`config.mk`:
```
export PLATFORM = sky130hd
export DESIGN_NAME = pc_sequencer
export DESIGN_NICKNAME = d
export VERILOG_FILES = /design/src/rtl/pc_seq_pkg.sv /design/src/rtl/pc_next_calc.sv /design/src/rtl/pc_sequencer.sv
export SDC_FILE = /design/constraint.sdc
export NUM_CORES = 1
export LEC_CHECK = 0
export CORE_ASPECT_RATIO = 2
export CORE_UTILIZATION = 33
export DETAILED_ROUTE_END_ITERATION = 10
export PLACE_DENSITY = 0.8
export SLEW_MARGIN = 20
export SYNTH_ARGS = -nofsm -noshare
export SYNTH_HDL_FRONTEND = slang
export SYNTH_HIERARCHICAL = 1
export SYNTH_SLANG_ARGS = --single-unit
```
`constraint.sdc`:
```
create_clock -name clk -period 2.59 [get_ports clk]
set_input_delay 0.518 -clock clk [delete_from_list [all_inputs] [get_ports clk]]
set_output_delay 0.518 -clock clk [all_outputs]
set_load 0.02 [all_outputs]
```
`src/rtl/pc_seq_pkg.sv`:
```
// Shared types and constants for the PC sequencer slice.
package pc_seq_pkg;

  typedef enum logic [1:0] {
    BOOT  = 2'd0,
    FETCH = 2'd1,
    HALT  = 2'd2
  } state_t;

  localparam int unsigned PC_INC  = 32'd4;
  localparam logic [15:0] SAT_MAX = 16'hFFFF;

endpackage

```
`src/rtl/pc_next_calc.sv`:
```
// Combinational next-PC selection: redirect target, sequential increment or hold.
module pc_next_calc
  import pc_seq_pkg::*;
#(
  parameter int PC_W  = 8,
  parameter int IMM_W = 64
) (
  input  logic [PC_W-1:0]  pc,
  input  logic [IMM_W-1:0] immgen,
  input  logic             taken,
  input  logic             stall,
  input  logic             accept,
  output logic [PC_W-1:0]  next_pc,
  output logic [PC_W-1:0]  pc_plus4,
  output logic [PC_W-1:0]  target
);

  assign pc_plus4 = pc + PC_W'(PC_INC);

  // Sum at immediate width then truncate, so negative offsets wrap modulo 2^PC_W.
  assign target = PC_W'(IMM_W'(pc) + (immgen << 1));

  always_comb begin
    next_pc = pc;
    if (taken) begin
      next_pc = target;
    end else if (!stall && accept) begin
      next_pc = pc_plus4;
    end else begin
      next_pc = pc;
    end
  end

endmodule

```
`src/rtl/pc_sequencer.sv`:
```
// Program counter owner and fetch sequencer (BOOT -> FETCH -> sticky HALT).
// Optional saturating statistics counters: define PC_SEQ_BRANCH_STATS_EN.
module pc_sequencer
  import pc_seq_pkg::*;
#(
  parameter int              PC_W     = 8,
  parameter int              IMM_W    = 64,
  parameter logic [PC_W-1:0] RESET_PC = {PC_W{1'b0}}
) (
  input  logic             clk,
  input  logic             reset,
  input  logic             stall,
  input  logic             halt,
  input  logic             branch,
  input  logic             zero_flag,
  input  logic [IMM_W-1:0] immgen,
  input  logic             imem_ready,
  output logic             imem_req,
  output logic [PC_W-1:0]  imem_addr,
  output logic [PC_W-1:0]  pc,
  output logic [PC_W-1:0]  pc_plus4,
  output logic             flush,
`ifdef PC_SEQ_BRANCH_STATS_EN
  output logic [15:0]      taken_count,
  output logic [15:0]      fetch_count,
`endif
  output logic             halted
);

  state_t          r_state;
  logic [PC_W-1:0] r_pc;
  logic            r_flush;
  logic            r_halted;

  logic            w_taken;
  logic            w_accept;
  logic            w_redirect;
  logic [PC_W-1:0] w_next_pc;
  logic [PC_W-1:0] w_target;

  // Request is state-decoded so a stall withdraws it in the same cycle.
  assign imem_req   = (r_state == FETCH) && !stall;
  assign w_taken    = branch & zero_flag;
  assign w_accept   = imem_req & imem_ready;
  assign w_redirect = (r_state == FETCH) && !halt && w_taken;

  pc_next_calc #(
    .PC_W  (PC_W),
    .IMM_W (IMM_W)
  ) u_next (
    .pc       (r_pc),
    .immgen   (immgen),
    .taken    (w_taken),
    .stall    (stall),
    .accept   (w_accept),
    .next_pc  (w_next_pc),
    .pc_plus4 (pc_plus4),
    .target   (w_target)
  );

  always_ff @(posedge clk or posedge reset) begin
    if (reset) begin
      r_state  <= BOOT;
      r_pc     <= RESET_PC;
      r_flush  <= 1'b0;
      r_halted <= 1'b0;
    end else begin
      case (r_state)
        BOOT: begin
          r_state <= FETCH;
          r_flush <= 1'b0;
        end
        FETCH: begin
          if (halt) begin
            r_state  <= HALT;
            r_flush  <= 1'b0;
            r_halted <= 1'b1;
          end else if (w_taken) begin
            r_pc    <= w_target;
            r_flush <= 1'b1;
          end else begin
            r_pc    <= w_next_pc;
            r_flush <= 1'b0;
          end
        end
        HALT: begin
          r_flush  <= 1'b0;
          r_halted <= 1'b1;
        end
        default: begin
          r_state  <= BOOT;
          r_flush  <= 1'b0;
          r_halted <= 1'b0;
        end
      endcase
    end
  end

`ifdef PC_SEQ_BRANCH_STATS_EN
  logic [15:0] r_taken_cnt;
  logic [15:0] r_fetch_cnt;

  always_ff @(posedge clk or posedge reset) begin
    if (reset) begin
      r_taken_cnt <= 16'd0;
      r_fetch_cnt <= 16'd0;
    end else begin
      if (w_redirect && (r_taken_cnt != SAT_MAX)) begin
        r_taken_cnt <= r_taken_cnt + 16'd1;
      end
      if (w_accept && (r_fetch_cnt != SAT_MAX)) begin
        r_fetch_cnt <= r_fetch_cnt + 16'd1;
      end
    end
  end

  assign taken_count = r_taken_cnt;
  assign fetch_count = r_fetch_cnt;
`else
  logic w_unused;
  assign w_unused = w_redirect;
`endif

  assign pc        = r_pc;
  assign imem_addr = r_pc;
  assign flush     = r_flush;
  assign halted    = r_halted;

endmodule

```
==> impl_results.md <==
- CP Cell Sequence: nand3_1 -> or2_2 -> xnor2_1 -> clkdlybuf4s50_1
- CP Max Fanout: 5
- Average wire per standard cell: 11.1 um
- Arrival @ worst endpoint: 1.95 ns
- Cells after DPL: 224
- Met2 Usage GRT: 0.275
- Final period util: 0.952
- Post-DP Area: 1700 sq um
- Hold Vio Cnt, Final: 0
- Ant diodes: 0
- Post-Route WL: 2.54 mm
- Hold Path Class: reg -> reg
- Syn_nets: 218
- Max Slew Vio Count: 0
- I/O Pins: 98
- Die H: 88.8 um
- # setup viols final: 0
- Max Cap Viol: 0
- Largest cells by area after synthesis: dfrtp_1, ha_1, mux2i_1
- GR peak layer: met2
- Setup Skew: 0.00108 ns
- Kind of critical path: reg -> out
- GPL Wtd Cong: 0.812
- Total vias in the final route: 1052
- Status: finished clean
- Finished Core Util: 0.498
- GRT Total Usage: 0.143
- Num CTS Buffers: 3
- Final worst setup slack: 0.125 ns
- Fin cells: 229
- Worst setup SP type: register
- Post-place setup slack: -0.383 ns
- Cell Pwr Density: 1090 nW/um^2
- Worst-Skew Late Latency: 0.23 ns
- First-pass GRT wire length: 4.27 mm
- Starting Density: 0.344
- Slowest CP cell: clkdlybuf4s50_1
- Port Buffers: 40
- CP peak stage delay: 0.62 ns
- Crit. End Element: output pin
- Worst EP required: 2.07 ns
- Vias in the first global route: 1056
- Met3 usage: 0.0122
- Grt ovf: 0
- Seq cells post-synth: 12
- Post-layout instance area: 1800 sq um
- Post-synthesis sequential area ratio: 0.242
- Mean Syn Cell Area: 9.20 sq um
- Leak: 0.000841 uW
- Synthesized area: 1240 sq um
- FP Rows: 31
- Netlist cell types: 37
- Yosys warning count: 6
- ANT nets after route: 0
- Achievable Freq: 0.406 GHz
- TritonRoute pass-1 iters: 4
- Top cell type's share of synthesized area: 0.242
- Hold Buf Count CTS: 0
- CORE AREA: 3610 sq um
- Worst-Margin Slew: 0.472 ns
- DIE AREA: 4030 sq um
- CTS root buf: clkbuf_8
- Minimum clock period: 2.47 ns
- CTS tree: built
- Layout cells sized above 1: 0.256
- DRT iter0 DRCs: 27
- Clock sink count: 12
- Die Wd: 45.4 um
- Largest net degree at the start of global routing: 21
- HPWL after DPL: 2.14 mm
- Clock Tree Buf Depth: 2
- Clk pin slew, worst setup/hold paths: 0.05 ns
- DRC violations left: 0
- Slew HR: 0.685
- Initial antenna violation count: 0
- Via density: 4.59
- Synth Instances: 135
- Fillcell total: 352
- Worst vdd ir: 0.538 mV
- Met1 Use GR: 0.139
- Fin nets: 264
- Synth-to-layout area growth: 44.7%
- Final hold slack: 0.520 ns
- CTS H-tree lvls: 1
- Area leader, netlist: dfrtp_1
- RSZ-0062 raised after global routing: false
path summary, 6_finish.rpt:
kind | from | end | slack, ns | depth (start not counted)
max | imem_addr[4] | pc_plus4[7] | 0.12 | 4
min | halted | halted | 0.52 | 1
max reg2reg | imem_addr[1] | imem_addr[7] | 0.20 | 10
min reg2reg | halted | halted | 0.52 | 1
max in group asynchronous | reset | imem_addr[3] | 1.65 | 2
min in group asynchronous | reset | halted | 0.59 | 2
power breakdown:
group          internal (uW)  switching (uW)
clock network            134            67.9
registers                260            93.5
logic                    735             669
total                   1130             830
Yosys cell counts:
cell type	number
buf_4	12
dfrtp_1	12
nand2_1	12
ha_1	11
inv_1	9
mux2i_1	9
nor2_1	8
o21ai_2	8
xnor2_1	8
a21oi_1	6
o21ai_0	5
xor2_1	5
buf_6	2
mux2_2	2
mux2_4	2
nand3_1	2
nor2b_4	2
a211oi_1	1
a21o_1	1
a21oi_2	1
a31o_1	1
and2_1	1
and3_4	1
clkbuf_1	1
fa_1	1
nand2_2	1
nand2b_1	1
nand2b_4	1
nand3b_1	1
nor2b_1	1
nor3_1	1
o211ai_1	1
o21a_1	1
o21bai_1	1
o31a_1	1
or2_2	1
or4_1	1
per-stage QoR:
step / setup TNS, ns / total power (uW)
final: 0 / 1960
after global routing: 0 / 2130
after CTS: 0 / 1950
after detailed placement: -0.456 / 1730
after global placement: -0.433 / 1700
after floorplan: 0 / 1280
cell usage in the layout (no fill, tap or decap), types with 5 or more instances in the layout:
cell type and count:
clkdlybuf4s50_1 35, buf_4 16, nand2_1 12, dfrtp_1 10
ha_1 9, mux2i_1 8, o21ai_2 8, inv_1 8
nor2_1 8, xnor2_1 8, a21oi_1 6, xor2_1 5
o21ai_0 5
flip-flops by register name, indices dropped and copies added, names as in the netlist:
name / cells
imem_addr: 8
r_state: 2
flush: 1
halted: 1
worst max-delay path, delay by kind of cell, from the launching register on:
kind,cells,cell delay [ns]
buf+inv,1,0.62
simple gates,2,0.53
flops,1,0.43
xor+xnor,1,0.14
cell families after synthesis:
family / count (synthesis) / share of synthesized area
xor gates and xnor gates: 13 / 0.0916
buffers and inverters: 24 / 0.121
muxes: 13 / 0.115
AOI/OAI and AO/OA: 27 / 0.152
and+or+nand+nor: 34 / 0.152
adders and majority gates: 12 / 0.127
DFF: 12 / 0.242
final cells by class:
class | instances | area (sq um) | area share
repair buffers | 56 | 523 | 0.291
clock buffers | 4 | 55.1 | 0.0306
multi-input cells | 99 | 822 | 0.457
flip-flops and latches | 12 | 303 | 0.168
well taps | 49 | 61.3 | 0.0341
inverters | 9 | 33.8 | 0.0188
repair_timing:
item,4_1_cts,5_1_grt
setup endpoints to repair,1,3
gates resized for setup,7,7
pin swaps,7,2
cloned,0,0
setup buffers,1,0
per-layer routing:
layer  vias up  wire length (um)  part of all wire
met5         -                 0                 0
met4         0                28             0.011
met3         2                70             0.028
met2        26              1520              0.60
met1       488               915              0.36
li1        536                 -                 -
Power figures use the tool's default switching activity.
==> RTL change (same flow settings) <==
Build with the macro `PC_SEQ_BRANCH_STATS_EN` defined.
--- a/src/rtl/pc_sequencer.sv
+++ b/src/rtl/pc_sequencer.sv
@@ -1,5 +1,7 @@
 // Program counter owner and fetch sequencer (BOOT -> FETCH -> sticky HALT).
 // Optional saturating statistics counters: define PC_SEQ_BRANCH_STATS_EN.
+`define PC_SEQ_BRANCH_STATS_EN
+
 module pc_sequencer
   import pc_seq_pkg::*;
 #(
Behaviour (old outputs only; new: fetch_count and taken_count): unchanged (equiv_simple and equiv_induct, registers matched by name and starting in step).
==> RTL change against the original RTL <==
Hold slack got worse by 0.019 ns. Routed wire length increased to 2.6 times the old value. Worst setup slack got worse by 0.062 ns. Cell area increased by 110%. Sequential cell count increased by 32. Power increased by 69%. Area after synthesis increased by 120%. Clock skew increased by 0.0044 ns.
==> RTL change: results (changes against the original RTL) <==
share of layout cells above drive strength 1 = 13.6% (was 25.6%)
vias in the first global route = 2285 (was 1056)
number of buffers added on ports = 72 (was 40)
Synth top cells by count = 44 x dfrtp_1, 22 x nand2_1, 20 x xnor2_1, 19 x o21ai_0, 17 x xor2_1 (was 12 x buf_4, 12 x dfrtp_1, 12 x nand2_1, 11 x ha_1)
Root Driver = clkbuf_16 (was clkbuf_8)
status = completed (unchanged)
Total GRT Usage = 15.5% (was 14.3%)
Least-Margin Pin Slew = 0.717 ns (was 0.472 ns)
Worst Skew = 0.00544 ns (was 0.00108 ns)
Clock Tree Buf Depth = 2 (unchanged)
number of H-tree levels = 2 (was 1)
Final nets = 436 (was 264)
largest net degree at the start of global routing = 27 (was 21)
post-synthesis sequential area ratio = 40.1% (was 24.2%)
1st-iter DRT viols = 70 (was 27)
top fanout value on the critical path = 2 (was 5)
Via density = 5.06 (was 4.59)
placer congestion estimate = 0.778 (was 0.812)
DP Wirelength = 5.04 mm (was 2.14 mm)
Worst Path Arrival = 2.70 ns (was 1.95 ns)
peak ir drop on the vdd network = 0.488 mV (was 0.538 mV)
post-synth cell types = 50 (was 37)
leakage power = 0.00171 uW (was 0.000841 uW)
CP max stage delay = 0.51 ns (was 0.62 ns)
post-synthesis net count = 357 (was 218)
Slowest-stage cell, CP = or4_4 (was clkdlybuf4s50_1)
first-pass GRT wire length = 10.4 mm (was 4.27 mm)
## RTL change: cells by family (layout without fill, tap and decap cells)
| logic type | Yosys count | count (layout) | share of synthesized area, % |
|---|---|---|---|
| adder cells (fa/ha/maj) | 13 | 13 | 6.19 |
| XOR/XNOR | 37 | 37 | 11.8 |
| AO/OA/AOI/OAI | 41 | 41 | 8.60 |
| buffers and inverters | 28 | 108 | 6.01 |
| flip-flops | 44 | 44 | 40.1 |
| multiplexers | 15 | 15 | 5.87 |
| AND/OR/NAND/NOR | 95 | 95 | 21.5 |
## RTL change: per-stage QoR
step                cells  cell area [um2]  worst slack [ns]  TNS, ns
CTS                   449             3780            0.0174        0
global route          449             3800           0.00510        0
floorplan             273             2750             0.140        0
global placement      440             3600            -0.364   -0.444
detailed placement    440             3600            -0.424   -0.606
finish                449             3800            0.0624        0
## RTL change: timing repair
item,in CTS,in global routing
pin swaps,6,2
setup endpoints to repair,2,2
resized for setup,9,4
setup buffers,1,0
## RTL change: final cells by class
class | instances | area [um2]
clock buffers | 6 | 129
clock inverters | 2 | 35.0
fillers | 777 | 4200
inverters | 10 | 37.5
multi-input cells | 201 | 1500
flip-flops and latches | 44 | 1100
well taps | 96 | 120
repair buffers | 90 | 868
## RTL change: final timing paths
kind,startpoint,endpoint,slack (ns),cells past startpoint
max,immgen[3],imem_addr[7],0.06,9
max reg2reg,imem_addr[3],imem_addr[7],0.09,8
min,fetch_count[15],fetch_count[15],0.50,1
max in group asynchronous,reset,imem_addr[3],1.49,3
min in group asynchronous,reset,fetch_count[0],0.57,2
min reg2reg,fetch_count[15],fetch_count[15],0.50,1
## RTL change: metal layers
layer	vias up	wire length [um]	part of all wire, %	GRT usage [%]
li1	1114	-	-	-
met1	1081	2440	37	16.0
met2	67	3710	57	29.8
met3	10	267	4.1	2.42
met4	0	127	1.9	6.76
met5	-	0	0	0
## RTL change: where the power goes
| part | switching [uW] | internal, uW | total (uW) |
|---|---|---|---|
| sequential | 162 | 813 | 975 |
| combinational | 784 | 842 | 1630 |
| clock | 258 | 454 | 711 |
| total | 1200 | 2110 | 3310 |
## RTL change: critical path: cells and delay by family
kind | cells | cell delay, ns
adders and majority gates | 1 | 0.21
AOI/OAI and AO/OA | 3 | 0.38
and+or+nand+nor | 2 | 0.69
muxes | 2 | 0.39
buffers and inverters | 1 | 0.50
